### config.mk
export PLATFORM = sky130hd
export DESIGN_NAME = data_mem_arbiter
export DESIGN_NICKNAME = d
export VERILOG_FILES = /design/src/rtl/data_mem_arbiter.sv
export SDC_FILE = /design/constraint.sdc
export NUM_CORES = 1
export LEC_CHECK = 0
export ABC_AREA = 1
export CAP_MARGIN = 20
export CORE_AREA = 2 2 131 133
export DETAILED_ROUTE_END_ITERATION = 8
export DIE_AREA = 0 0 133 135
export PLACE_DENSITY = 0.9
export SYNTH_ARGS = -nofsm -noshare
export SYNTH_HDL_FRONTEND = slang
export SYNTH_SLANG_ARGS = --single-unit
### constraint.sdc
create_clock -name clk -period 2.5 [get_ports clk]
set_clock_uncertainty 0.05 [all_clocks]
set_input_delay 0.25 -clock clk [delete_from_list [all_inputs] [get_ports clk]]
set_output_delay 0.25 -clock clk [all_outputs]
set_load 0.03 [all_outputs]
### src/rtl/data_mem_arbiter.sv
// Two-port round-robin arbiter in front of a single data memory.
// Each access runs IDLE -> ISSUE -> WAIT and returns a one-cycle ack with an optional stall timeout.
module data_mem_arbiter #(
    parameter int TIMEOUT_CYCLES = 16
) (
    input  logic        clk,
    input  logic        reset,
    input  logic        p0_req,
    input  logic [31:0] p0_addr,
    input  logic [31:0] p0_wdata,
    input  logic        p0_we,
    input  logic [3:0]  p0_sign_mask,
    output logic        p0_ack,
    output logic [31:0] p0_rdata,
    input  logic        p1_req,
    input  logic [31:0] p1_addr,
    input  logic [31:0] p1_wdata,
    input  logic        p1_we,
    input  logic [3:0]  p1_sign_mask,
    output logic        p1_ack,
    output logic [31:0] p1_rdata,
    output logic [31:0] mem_addr,
    output logic [31:0] mem_write_data,
    output logic [3:0]  mem_sign_mask,
    output logic        mem_memread,
    output logic        mem_memwrite,
    input  logic [31:0] mem_read_data,
    input  logic        mem_clk_stall,
    output logic        busy,
    output logic        timeout_err,
    output logic [1:0]  dbg_state_o
);

    typedef enum logic [1:0] {
        ST_IDLE  = 2'd0,
        ST_ISSUE = 2'd1,
        ST_WAIT  = 2'd2
    } state_t;

    localparam logic [7:0] TIMEOUT_C = 8'(TIMEOUT_CYCLES);

    state_t      state_q, state_d;
    logic        grant_q, grant_d;
    logic        last_grant_q, last_grant_d;
    logic        we_q, we_d;
    logic [7:0]  wait_cnt_q, wait_cnt_d;
    logic [31:0] mem_addr_q, mem_addr_d;
    logic [31:0] mem_wdata_q, mem_wdata_d;
    logic [3:0]  mem_mask_q, mem_mask_d;
    logic        memread_q, memread_d;
    logic        memwrite_q, memwrite_d;
    logic        p0_ack_q, p0_ack_d;
    logic        p1_ack_q, p1_ack_d;
    logic [31:0] p0_rdata_q, p0_rdata_d;
    logic [31:0] p1_rdata_q, p1_rdata_d;
    logic        timeout_q, timeout_d;

    logic        elig0, elig1, winner;
    logic [7:0]  wait_cnt_inc;

    // A port whose ack is showing is finishing; keep it out of this arbitration round.
    assign elig0        = p0_req & ~p0_ack_q;
    assign elig1        = p1_req & ~p1_ack_q;
    assign winner       = (elig0 & elig1) ? ~last_grant_q : elig1;
    assign wait_cnt_inc = wait_cnt_q + 8'd1;

    always_comb begin
        state_d      = state_q;
        grant_d      = grant_q;
        last_grant_d = last_grant_q;
        we_d         = we_q;
        wait_cnt_d   = wait_cnt_q;
        mem_addr_d   = mem_addr_q;
        mem_wdata_d  = mem_wdata_q;
        mem_mask_d   = mem_mask_q;
        memread_d    = 1'b0;
        memwrite_d   = 1'b0;
        p0_ack_d     = 1'b0;
        p1_ack_d     = 1'b0;
        p0_rdata_d   = p0_rdata_q;
        p1_rdata_d   = p1_rdata_q;
        timeout_d    = timeout_q;

        unique case (state_q)
            ST_IDLE: begin
                if (elig0 | elig1) begin
                    grant_d      = winner;
                    last_grant_d = winner;
                    we_d         = winner ? p1_we : p0_we;
                    mem_addr_d   = winner ? p1_addr : p0_addr;
                    mem_wdata_d  = winner ? p1_wdata : p0_wdata;
                    mem_mask_d   = winner ? p1_sign_mask : p0_sign_mask;
                    // Strobes are registered so they are high exactly during ISSUE.
                    memread_d    = ~we_d;
                    memwrite_d   = we_d;
                    state_d      = ST_ISSUE;
                end
            end
            ST_ISSUE: begin
                wait_cnt_d = 8'd0;
                state_d    = ST_WAIT;
            end
            ST_WAIT: begin
                if (!mem_clk_stall) begin
                    if (!we_q) begin
                        if (grant_q) p1_rdata_d = mem_read_data;
                        else         p0_rdata_d = mem_read_data;
                    end
                    p0_ack_d = ~grant_q;
                    p1_ack_d = grant_q;
                    state_d  = ST_IDLE;
                end else if (wait_cnt_inc == TIMEOUT_C) begin
                    timeout_d = 1'b1;
                    if (grant_q) p1_rdata_d = 32'h0;
                    else         p0_rdata_d = 32'h0;
                    p0_ack_d = ~grant_q;
                    p1_ack_d = grant_q;
                    state_d  = ST_IDLE;
                end else begin
                    wait_cnt_d = wait_cnt_inc;
                end
            end
            default: state_d = ST_IDLE;
        endcase
    end

    always_ff @(posedge clk) begin
        if (reset) begin
            state_q      <= ST_IDLE;
            grant_q      <= 1'b0;
            last_grant_q <= 1'b1;
            we_q         <= 1'b0;
            wait_cnt_q   <= 8'd0;
            mem_addr_q   <= 32'h0;
            mem_wdata_q  <= 32'h0;
            mem_mask_q   <= 4'h0;
            memread_q    <= 1'b0;
            memwrite_q   <= 1'b0;
            p0_ack_q     <= 1'b0;
            p1_ack_q     <= 1'b0;
            p0_rdata_q   <= 32'h0;
            p1_rdata_q   <= 32'h0;
            timeout_q    <= 1'b0;
        end else begin
            state_q      <= state_d;
            grant_q      <= grant_d;
            last_grant_q <= last_grant_d;
            we_q         <= we_d;
            wait_cnt_q   <= wait_cnt_d;
            mem_addr_q   <= mem_addr_d;
            mem_wdata_q  <= mem_wdata_d;
            mem_mask_q   <= mem_mask_d;
            memread_q    <= memread_d;
            memwrite_q   <= memwrite_d;
            p0_ack_q     <= p0_ack_d;
            p1_ack_q     <= p1_ack_d;
            p0_rdata_q   <= p0_rdata_d;
            p1_rdata_q   <= p1_rdata_d;
            timeout_q    <= timeout_d;
        end
    end

    assign p0_ack         = p0_ack_q;
    assign p1_ack         = p1_ack_q;
    assign p0_rdata       = p0_rdata_q;
    assign p1_rdata       = p1_rdata_q;
    assign mem_addr       = mem_addr_q;
    assign mem_write_data = mem_wdata_q;
    assign mem_sign_mask  = mem_mask_q;
    assign mem_memread    = memread_q;
    assign mem_memwrite   = memwrite_q;
    assign busy           = (state_q != ST_IDLE);
    assign timeout_err    = timeout_q;
    assign dbg_state_o    = state_q;

endmodule

==> Word-level counts from Yosys, hierarchy flattened <==
Index checks and enable logic that the tools add are counted.
{ "word_totals": {"ff_bits": 150, "elab_cells": 74} }
{ "classes": {"n_addsub": 1, "eq_ne": 9, "muxes": 26, "bitwise_logic": 12, "reduce_logical": 11} }
{ "op_table": {"columns": ["operator", "n"], "rows": [
  ["32-bit 2-to-1 mux", 12],
  ["8-bit 2-to-1 mux", 2],
  ["8-bit case mux with 2 select lines", 1],
  ["8-bit by 1-bit adder with 8-bit output, second input constant", 1],
  ["8-bit by 5-bit == test with 1-bit output, second input constant", 1],
  ["2-bit != test, second input constant", 4],
  ["1-bit NOT", 8],
  ["4-bit AND reduction", 2],
  ["1-bit 2-to-1 mux", 6],
  ["2-bit 2-to-1 mux", 3],
  ["2-bit case mux with 3 select lines", 1],
  ["3-bit AND reduction", 2],
  ["4-bit 2-to-1 mux", 1],
  ["2-bit AND reduction", 2],
  ["2-bit nonzero test", 2],
  ["1-bit bitwise AND", 3],
  ["3-bit != test, second input constant", 1],
  ["3-bit OR reduction", 1],
  ["2-bit by 1-bit == test with 1-bit output, second input constant", 1],
  ["2-bit == test, second input constant", 1],
  ["2-bit logical NOT", 1],
  ["2-bit by 1-bit != test with 1-bit output, second input constant", 1],
  ["2-bit OR reduction", 1],
  ["1-bit bitwise OR", 1]
]} }

==> Logic depth before layout (Yosys ltp) <==
{ "logic_depth": {"depth_word": 6, "ltp_mapped": 14, "depth_no_buf": 13} }

==> Worst setup path before layout <==
No wires, ideal clock.
{ "synth_timing": {"kind": "flip-flop to flip-flop", "start": "reg state_q[1] (netlist: dbg_state_o[1])", "end": "reg p0_rdata_q[13] (netlist: p0_rdata[13])", "arrival_time_ns": 1.657, "t_required_ns": 2.336, "slack_ns": 0.680, "stages_incl_launch_ff": 10, "path_buffers": 2, "period_less_slack_ns": 1.820, "path_cell_list": "dfxtp_1 -> inv_1 -> nor2_1 -> inv_1 -> nor2_1 -> buf_2 -> buf_1 -> nand3_1 -> nand2_1 -> nor2_1"} }
{ "synth_between": {"elab_chain_cells": 2} }
{ "synth_rtl": {"columns": ["item", "line", "text"], "rows": [
  ["start: declaration", "42", "state_t state_q, state_d;"],
  ["start signal: assignment", "145", "state_q <= state_d;"],
  ["2-bit == test", "84", "unique case (state_q)"],
  ["4-bit AND reduction (no source line)", null, null],
  ["end signal: assignment", "157", "p0_rdata_q <= p0_rdata_d;"],
  ["end: declaration", "54", "logic [31:0] p0_rdata_q, p0_rdata_d;"]
]} }
Every way passes these cells.
A chain may end at the register's enable or synchronous reset.

==> Worst setup path in the final report <==
{ "layout_timing": {"start": "reg wait_cnt_q[0]", "end": "reg p1_rdata_q[28] (netlist: p1_rdata[28])"} }
{ "layout_between": {"elab_chain_cells": 4} }
{ "layout_rtl": {"columns": ["item", "line", "text"], "rows": [
  ["start: declaration", "46", "logic [7:0] wait_cnt_q, wait_cnt_d;"],
  ["start signal: assignment", "149", "wait_cnt_q <= wait_cnt_d;"],
  ["8-bit by 1-bit adder with 8-bit output", "65", "assign wait_cnt_inc = wait_cnt_q + 8'd1;"],
  ["8-bit by 5-bit == test with 1-bit output", "112", "end else if (wait_cnt_inc == TIMEOUT_C) begin"],
  ["2-bit by 1-bit != test with 1-bit output (no source line)", null, null],
  ["4-bit AND reduction (no source line)", null, null],
  ["end signal: assignment", "158", "p1_rdata_q <= p1_rdata_d;"],
  ["end: declaration", "55", "logic [31:0] p1_rdata_q, p1_rdata_d;"]
]} }
Every way passes these cells.

==> results.toml <==
[yosys]
ys.flop_type = "dfxtp_1"
synth_cells = 939
ys_types = 28
yosysWarnings = 0
async_flop_share_pct = 0
ys_ff_latch = 150
seq_area_frac_synth_pct = 45.4
synth_edf_count = 0
synth_area_mm2 = 0.00662
synth_area_per_cell_um2 = 7.05
syn_nets = 1116

[placement]
place_area_mm2 = 0.00991
port_buffers = 314
gp_congestion = 0.856
place_ws_ns = 0.207
post-dp-hpwl_mm = 15.9

[floorplan]
ioPinCount = 315
coreArea_mm2 = 0.0164
die_h_um = 135
fp-row-count = 47
initial_core_util_pct = 40.4
dieArea_mm2 = 0.0180
die_w_um = 133

[drt]
drcViolationCount = 0
wl_per_cell_um = 15.4
drtAntennaViolNets = 0
num_vias = 7293
first_pass_iters = 5
dr.first_iter.drc_count = 353
routed_wirelength_mm = 22.4
via_per_inst = 5.02

[worst_hold_path]
min_path_type = "primary input to flip-flop"
min_to = "mem_addr[9]$_SDFFE_PP0P_"
hold_start = "p0_addr[9]"
whs_path_depth = 3

[global_routing]
grt_pass1_wl_mm = 35.4
grt_pass1_vias = 7026
grt_usage_pct = 24.5
antenna_found_initial = 1
grt_max_degree = 71
grt.overflow.total = 0

[clock_tree]
cts.hold.buffers_added = 0
cts_root_buffer = "clkbuf_16"
insertion_delay_ns = 0.41
clk_pin_slew_ns = 0.07
clk_path_buf_depth = 2
cts_tree = "built"
clkSinkCount = 150
numCtsBuffers = 17
htree_levels = 4

[critical_path]
slowest_stage = "dfxtp_1"
reg2reg_slack_ns = 0.29
crit_type = "flip-flop to flip-flop"
startpoint_type = "flip-flop"
critPathMaxFanout = 32
end_kind = "flip-flop"
critPathMaxStageDelay_ns = 0.42
reg2regPathDepth = 11
crit_required_ns = 2.81
crit_top_cell = "nand2_1"
worstReg2RegEnd = "p1_rdata[28]$_SDFFE_PP0P_"
path_cells = "ha_1 -> nand3_2 -> o21ai_1 -> nand2_1 -> nor2_2 -> nand3_2 -> nand2_8 -> nand2_4 -> nand2_1 -> nand2_1 -> nor2_1"
cp.arrival_ns = 2.52
r2r_start = "wait_cnt_q[0]$_SDFFE_PP0P_"

[final_layout]
stdcell_area_mm2 = 0.0105
nNetsFinal = 1396
final.fill_count = 1331
area_growth_pct = 58.8
drive_gt1_share_pct = 7.06

[timing]
setup_tns_ns = 0
setup_viol = 0
period_share_pct = 88.5
finalHoldViolCount = 0
postLayoutSetupSlackWorst_ns = 0.287
slew_violations = 0
hold_ws_ns = 0.328
max_freq_mhz = 452
relSlewSlack_pct = 50.5
post-route-min-period_ns = 2.21
worst_pin_slew_ns = 0.743
rsz0062_at_grt = "false"

[run]
drv_cap = 0

[power]
p_leak_nw = 4.40
max-vdd-ir-drop_mv = 0.413
power_density_mw_per_mm2 = 662

[run_status]
status = "complete, no violations"
where the power goes:
part	leakage (nW)	switching (mW)	internal, mW
combinational	2.88	0.972	0.756
sequential	1.23	0.101	2.57
clock	0.294	1.05	1.50
cell type report:
| cell class | count | area (um2) | share of cell area (%) |
|---|---|---|---|
| Antenna cell | 1 | 2.50 | 0.0238 |
| Clock buffer | 18 | 439 | 4.18 |
| Clock inverter | 14 | 150 | 1.43 |
| Inverter | 66 | 249 | 2.37 |
| Multi-Input combinational cell | 656 | 3050 | 29.0 |
| Sequential cell | 150 | 3000 | 28.6 |
| Tap cell | 220 | 275 | 2.62 |
| Timing Repair Buffer | 328 | 3350 | 31.8 |
repair_timing:
action                                  in CTS  in global routing
setup buffers                                0                  0
resized for setup                            0                  1
endpoints found under the setup margin       0                 12
cells in the mapped netlist, types with 2 or more instances:
master	n	area share, %
buf_4	3	0.34
nor2_1	108	6.1
clkbuf_1	38	2.2
nand3_1	56	4.2
buf_12	3	0.91
buf_6	3	0.51
o21ai_1	3	0.23
nand2_4	3	0.51
or2_2	2	0.19
o21ai_0	70	5.3
buf_1	10	0.57
nor3_1	3	0.23
nand3_2	2	0.30
a21oi_2	20	2.6
nand4_1	3	0.28
nand2_1	212	12
nand2_2	2	0.19
dfxtp_1	150	45
inv_1	62	3.5
inv_2	3	0.17
a21oi_1	166	13
buf_2	10	0.76
ha_1	2	0.38
worst max-delay path by stage:
stage / cells past startpoint / from / to / slack, ns
final: 11 / wait_cnt_q[0]$_SDFFE_PP0P_ / p1_rdata[28]$_SDFFE_PP0P_ / 0.29
after floorplan: 9 / dbg_state_o[1]$_SDFFE_PP0P_ / p0_rdata[13]$_SDFFE_PP0P_ / 0.68
after CTS: 10 / wait_cnt_q[1]$_SDFFE_PP0P_ / p1_rdata[29]$_SDFFE_PP0P_ / 0.19
after global placement: 12 / wait_cnt_q[0]$_SDFFE_PP0P_ / p1_rdata[5]$_SDFFE_PP0P_ / 0.35
after detailed placement: 11 / wait_cnt_q[1]$_SDFFE_PP0P_ / p1_rdata[6]$_SDFFE_PP0P_ / 0.21
after global routing: 13 / wait_cnt_q[0]$_SDFFE_PP0P_ / p1_rdata[29]$_SDFFE_PP0P_ / 0.04
per-layer routing:
layer | track usage [%] | share of wire, % | routed length (um) | up-vias
met4 | 10.2 | 3.6 | 808 | 0
met3 | 9.31 | 10 | 2280 | 53
li1 | - | - | - | 3617
met5 | 0 | 0 | 0 | -
met2 | 41.5 | 47 | 10600 | 328
met1 | 28.0 | 39 | 8720 | 3295
critical path, delay by kind of cell (launching register included):
kind	cells	cell delay (ns)
adder cells (fa/ha/maj)	1	0.26
AO/OA/AOI/OAI	1	0.15
flip-flops	1	0.42
AND/OR/NAND/NOR	9	1.26
state kept, by name, summed over array words and instances, names as in the netlist:
signal / cells
mem_addr: 32
p1_rdata: 32
mem_memread: 1
we_q: 1
mem_memwrite: 1
p0_ack: 1
p0_rdata: 32
mem_sign_mask: 4
dbg_state_o: 2
timeout_err: 1
wait_cnt_q: 8
mem_write_data: 32
last_grant_q: 1
p1_ack: 1
grant_q: 1
placed cells by master, fill, tap and decap left out, drive strengths merged, types with 11 or more instances in the layout:
cell | netlist | final
clkinv | 1 | 11
inv | 65 | 67
dfxtp | 150 | 150
a21oi | 186 | 186
buf | 29 | 14
clkdlybuf4s50 | 0 | 314
nand2 | 217 | 217
o21ai | 73 | 73
clkbuf | 38 | 18
nor2 | 110 | 110
nand3 | 58 | 58
per-stage QoR:
| stage | power, mW | cells | util [%] |
|---|---|---|---|
| 6_report | 6.96 | 1453 | 64.1 |
| 3_5_place_dp | 4.43 | 1420 | 60.4 |
| 5_1_grt | 7.25 | 1453 | 64.1 |
| 2_1_floorplan | 3.63 | 939 | - |
| 4_1_cts | 7.00 | 1452 | 64.0 |
| 3_3_place_gp | 4.41 | 1420 | 60.4 |
cell families after synthesis:
| family | after synthesis | synth area share [%] |
|---|---|---|
| compound gates | 260 | 20.8 |
| fa+ha+maj | 2 | 0.378 |
| buf+inv | 133 | 8.98 |
| flops | 150 | 45.4 |
| simple gates | 394 | 24.5 |
No activity file was read; power rests on OpenSTA's default activity.
==> RTL edit 1, RTL diff (same settings) <==
Register the output `dbg_state_o` once more, with the module's reset; this adds one clock of latency there. The other outputs are not delayed to match.
--- a/src/rtl/data_mem_arbiter.sv
+++ b/src/rtl/data_mem_arbiter.sv
@@ -172,5 +172,11 @@
     assign busy           = (state_q != ST_IDLE);
     assign timeout_err    = timeout_q;
-    assign dbg_state_o    = state_q;
+    always_ff @(posedge clk) begin
+        if (reset) begin
+            dbg_state_o <= '0;
+        end else begin
+            dbg_state_o <= state_q;
+        end
+    end
 
 endmodule
Function: changed (a bounded check fails within 4 cycles, from zero or initial values and one cycle with reset high).
==> RTL edit 1 against the original RTL <==
  * Die area stayed put
  * Cell area is 2.1% higher
  * Synthesized area is 3.8% higher
  * Worst setup slack worse by 0.072 ns
  * Fmax is 3.2% lower
  * Power is 1.3% lower
  * Routed wire length is 8.8% higher
  * Sequential cell count is 2 higher
  * Critical path type unchanged
  * Largest power group unchanged
==> RTL edit 1: results (changes against the original RTL) <==
run_status: "complete, no violations"  # unchanged
drive_above_1_share: 0.05463  # was 0.07062
yosys-top-cells-area: "dfxtp_1 44%, nand2_1 14%, a21oi_1 11%, inv_1 7.6%, nor2_1 5.2%"  # was dfxtp_1 45%, a21oi_1 13%, nand2_1 12%, nor2_1 6.1%, o21ai_0 5.3%
whs_path_depth: 3  # unchanged
synth_compound_area_frac: 0.1611  # was 0.2084
port-buffer-count: 314  # unchanged
grt_use_total: 0.2626  # was 0.2455
num_vias: 7724  # was 7293
met3_usage: 0.08896  # was 0.09309
final_core_util: 0.6544  # was 0.6409
syn_avg_cell_area_sq_um: 6.727  # was 7.051 sq um
synthAdderAreaFrac: 0.003640  # was 0.003779
fill_cells: 1345  # was 1331
antenna_found_initial: 3  # was 1
whs_ns: 0.3258  # was 0.3275 ns
first_pass_iters: 7  # was 5
synthFlopType: "dfxtp_1"  # unchanged
synth_common_cells: "260 x nand2_1, 152 x dfxtp_1, 146 x a21oi_1"  # was 212 x nand2_1, 166 x a21oi_1, 150 x dfxtp_1
ys_types: 26  # was 28
p_seq_frac: 0.395  # was 0.384
first_iter_violations: 509  # was 353
rrSetupSlack_ns: 0.22  # was 0.29 ns
layout.cells.non_filler: 1541  # was 1453
grt_pass1_wl_um: 37230  # was 35380 um
crit_end: "p1_rdata[25]"  # was p1_rdata[28]
static-leakage-power_nw: 4.630  # was 4.405 nW
dpl.hpwl_um: 17380  # was 15920 um
critical_path_arrival_ns: 2.54  # was 2.52 ns
rr_worst_depth: 10  # was 11
place_congestion: 0.8776  # was 0.8556
globalRouteMet2Util: 0.4378  # was 0.4148
swShare: 0.3077  # was 0.3053
cp_max_fo: 35  # was 32
hp-start: "p0_sign_mask[1]"  # was p0_addr[9]
grtUsageMet1: 0.2907  # was 0.2797
hold_end: "mem_sign_mask[1]"  # was mem_addr[9]
clk_latency_ns: 0.42
power.density_nw_per_um2: 639.3  # was 661.6 nW/um^2
routed_wl_um: 24430  # was 22450 um
ys_seq_area_frac: 0.4426  # was 0.4535
max_freq_mhz: 437.6  # was 451.9 MHz
max_slew.worst_pin.slew_ns: 0.5826  # was 0.7432 ns
place_ws_ns: 0.2006  # was 0.2066 ns
pwr-share-comb: 0.250  # was 0.248
dpl_cell_area_sq_um: 10160  # was 9915 sq um
grt_max_degree: 56  # was 71
drc: 0  # unchanged
syn_nets: 1199  # was 1116
==> RTL edit 1: cell count changes after synthesis, sizes merged <==
cell / before / now
nand4: 3 / 51
o21ai: 73 / 72
clkbuf: 38 / 51
a21oi: 186 / 146
or2: 2 / 1
buf: 29 / 18
nor2: 110 / 97
nand3: 58 / 18
o21a: 0 / 1
nand2: 217 / 262
dfxtp: 150 / 152
inv: 65 / 145
==> RTL edit 1: area by class of cell <==
class	count	share of cell area
Timing Repair Buffer	333	0.3084
Sequential cell	152	0.2834
Inverter	146	0.05116
Tap cell	220	0.02564
Clock buffer	19	0.04219
Clock inverter	12	0.009556
Antenna cell	3	0.0006992
Multi-Input combinational cell	656	0.2790
==> RTL edit 1: layer usage <==
metal / vias to the layer above / wire length (um) / share of wire
met5: - / 0 / 0
met4: 0 / 1219 / 0.050
met3: 73 / 2444 / 0.10
met2: 370 / 11640 / 0.48
met1: 3478 / 9117 / 0.37
li1: 3803 / - / -
==> RTL edit 2, RTL diff (config.mk and constraints unchanged) <==
Made on the original files. Change the parameter `TIMEOUT_CYCLES` from 16 to 15.
--- a/src/rtl/data_mem_arbiter.sv
+++ b/src/rtl/data_mem_arbiter.sv
@@ -2,5 +2,5 @@
 // Each access runs IDLE -> ISSUE -> WAIT and returns a one-cycle ack with an optional stall timeout.
 module data_mem_arbiter #(
-    parameter int TIMEOUT_CYCLES = 16
+    parameter int TIMEOUT_CYCLES = 15
 ) (
     input  logic        clk,
Function: same outputs for any inputs over 4 cycles, from zero or initial values and one cycle with reset high; that may be too few to reach the edited logic, so the function may still have changed.
==> RTL edit 2 against the original RTL <==
  * Sequential power about the same
  * Cell area increased by 0.93%
  * Worst setup slack got worse by 0.0074 ns
  * Global-route usage increased by 0.30 points
  * Routed wire length increased by 1.3%
  * Synthesized area increased by 0.87%
  * Worst hold slack got worse by 0.0021 ns
  * Count of clock-buffer cells in the layout increased by 1
  * Utilization increased by 0.59 points
  * Critical path depth increased by 2
  * Power increased by 0.19%
  * Sequential cell count unchanged
  * Critical path type unchanged
==> RTL edit 2: results (changes against the original RTL) <==
run_status: "complete, no violations"  # unchanged
ys_types: 29  # was 28
max-slew-margin-rel: 0.6270  # was 0.5045
synth_compound_area_frac: 0.1677  # was 0.2084
drive_above_1_share: 0.05243  # was 0.07062
yosys-top-cells-area: "dfxtp_1 45%, nand2_1 14%, a21oi_1 11%, inv_1 7.1%, nor2_1 6.4%"  # was dfxtp_1 45%, a21oi_1 13%, nand2_1 12%, nor2_1 6.1%, o21ai_0 5.3%
ys_warn_count: 0  # unchanged
grt_use_total: 0.2485  # was 0.2455
first_iter_violations: 378  # was 353
h-tree-depth: 4  # unchanged
synth_common_cells: "252 x nand2_1, 150 x dfxtp_1, 148 x a21oi_1"  # was 212 x nand2_1, 166 x a21oi_1, 150 x dfxtp_1
hold_path_class: "input port to register"  # unchanged
num_vias: 7480  # was 7293
ir_drop_uv: 431.7  # was 413.1 uV
antenna_found_initial: 3  # was 1
synthFlopType: "dfxtp_1"  # unchanged
routed_wl_um: 22730  # was 22450 um
place_congestion: 0.8746  # was 0.8556
vias_per_cell: 4.924  # was 5.019
cts_buffers: 17  # unchanged
syn_nets: 1175  # was 1116
synthXorXnorAreaFrac: 0.001311  # was 0
dpl_cell_area_sq_um: 10010  # was 9915 sq um
grtUsageMet1: 0.2818  # was 0.2797
cts_setup_buffers: 0  # unchanged
power.density_nw_per_um2: 656.8  # was 661.6 nW/um^2
first_pass_iters: 5  # unchanged
port-buffer-count: 314  # unchanged
ys_async_sr_fraction: 0  # unchanged
crit_family: "simple AND/OR/NAND/NOR gates"  # unchanged
grt_pass1_vias: 7210  # was 7026
critical_path_class: "register to register"  # unchanged
place_ws_ns: 0.3015  # was 0.2066 ns
synth_mux_area_frac: 0  # unchanged
hp-start: "p0_wdata[31]"  # was p0_addr[9]
grt_pass1_wl_um: 35670  # was 35380 um
swShare: 0.3048  # was 0.3053
p_clk_frac: 0.373  # was 0.367
grt_max_degree: 137  # was 71
met3_usage: 0.09572  # was 0.09309
p_switching_mw: 2.125  # was 2.124 mW
ys_seq_area_frac: 0.4496  # was 0.4535
fill_cells: 1323  # was 1331
cp_max_fo: 48  # was 32
finalNetCount: 1461  # was 1396
dpl.hpwl_um: 16100  # was 15920 um
slowest_stage: "buf_4"  # was dfxtp_1
static-leakage-power_nw: 4.659  # was 4.405 nW
synthAdderAreaFrac: 0.003747  # was 0.003779
clk_pin_slew_ns: 0.07  # about the same
critical_path_arrival_ns: 2.49  # was 2.52 ns
syn_inst: 998  # was 939
globalRouteMet2Util: 0.4047  # was 0.4148
clock_tree.buffer_depth: 2  # unchanged
-- RTL edit 2: per-layer routing --
layer	share of wire	wire, um
met1	0.40	8982
met2	0.46	10550
met3	0.093	2116
met4	0.047	1070
met5	0.00031	7
-- RTL edit 2: layout make-up --
class,count,area share
diodes,2,0.0004716
clock buffers,19,0.04268
multi-input cells,652,0.2753
clock inverters,13,0.01379
well taps,220,0.02594
flip-flops and latches,150,0.2830
inverters,131,0.04645
repair buffers,332,0.3124
-- RTL edit 2: path summary, 6_finish.rpt --
| check | cells after the start | to | slack (ns) |
|---|---|---|---|
| max | 13 | p0_rdata[17] | 0.28 |
| min | 3 | mem_write_data[31] | 0.33 |
| max reg2reg | 13 | p0_rdata[17] | 0.28 |
| min reg2reg | 1 | timeout_err | 0.42 |
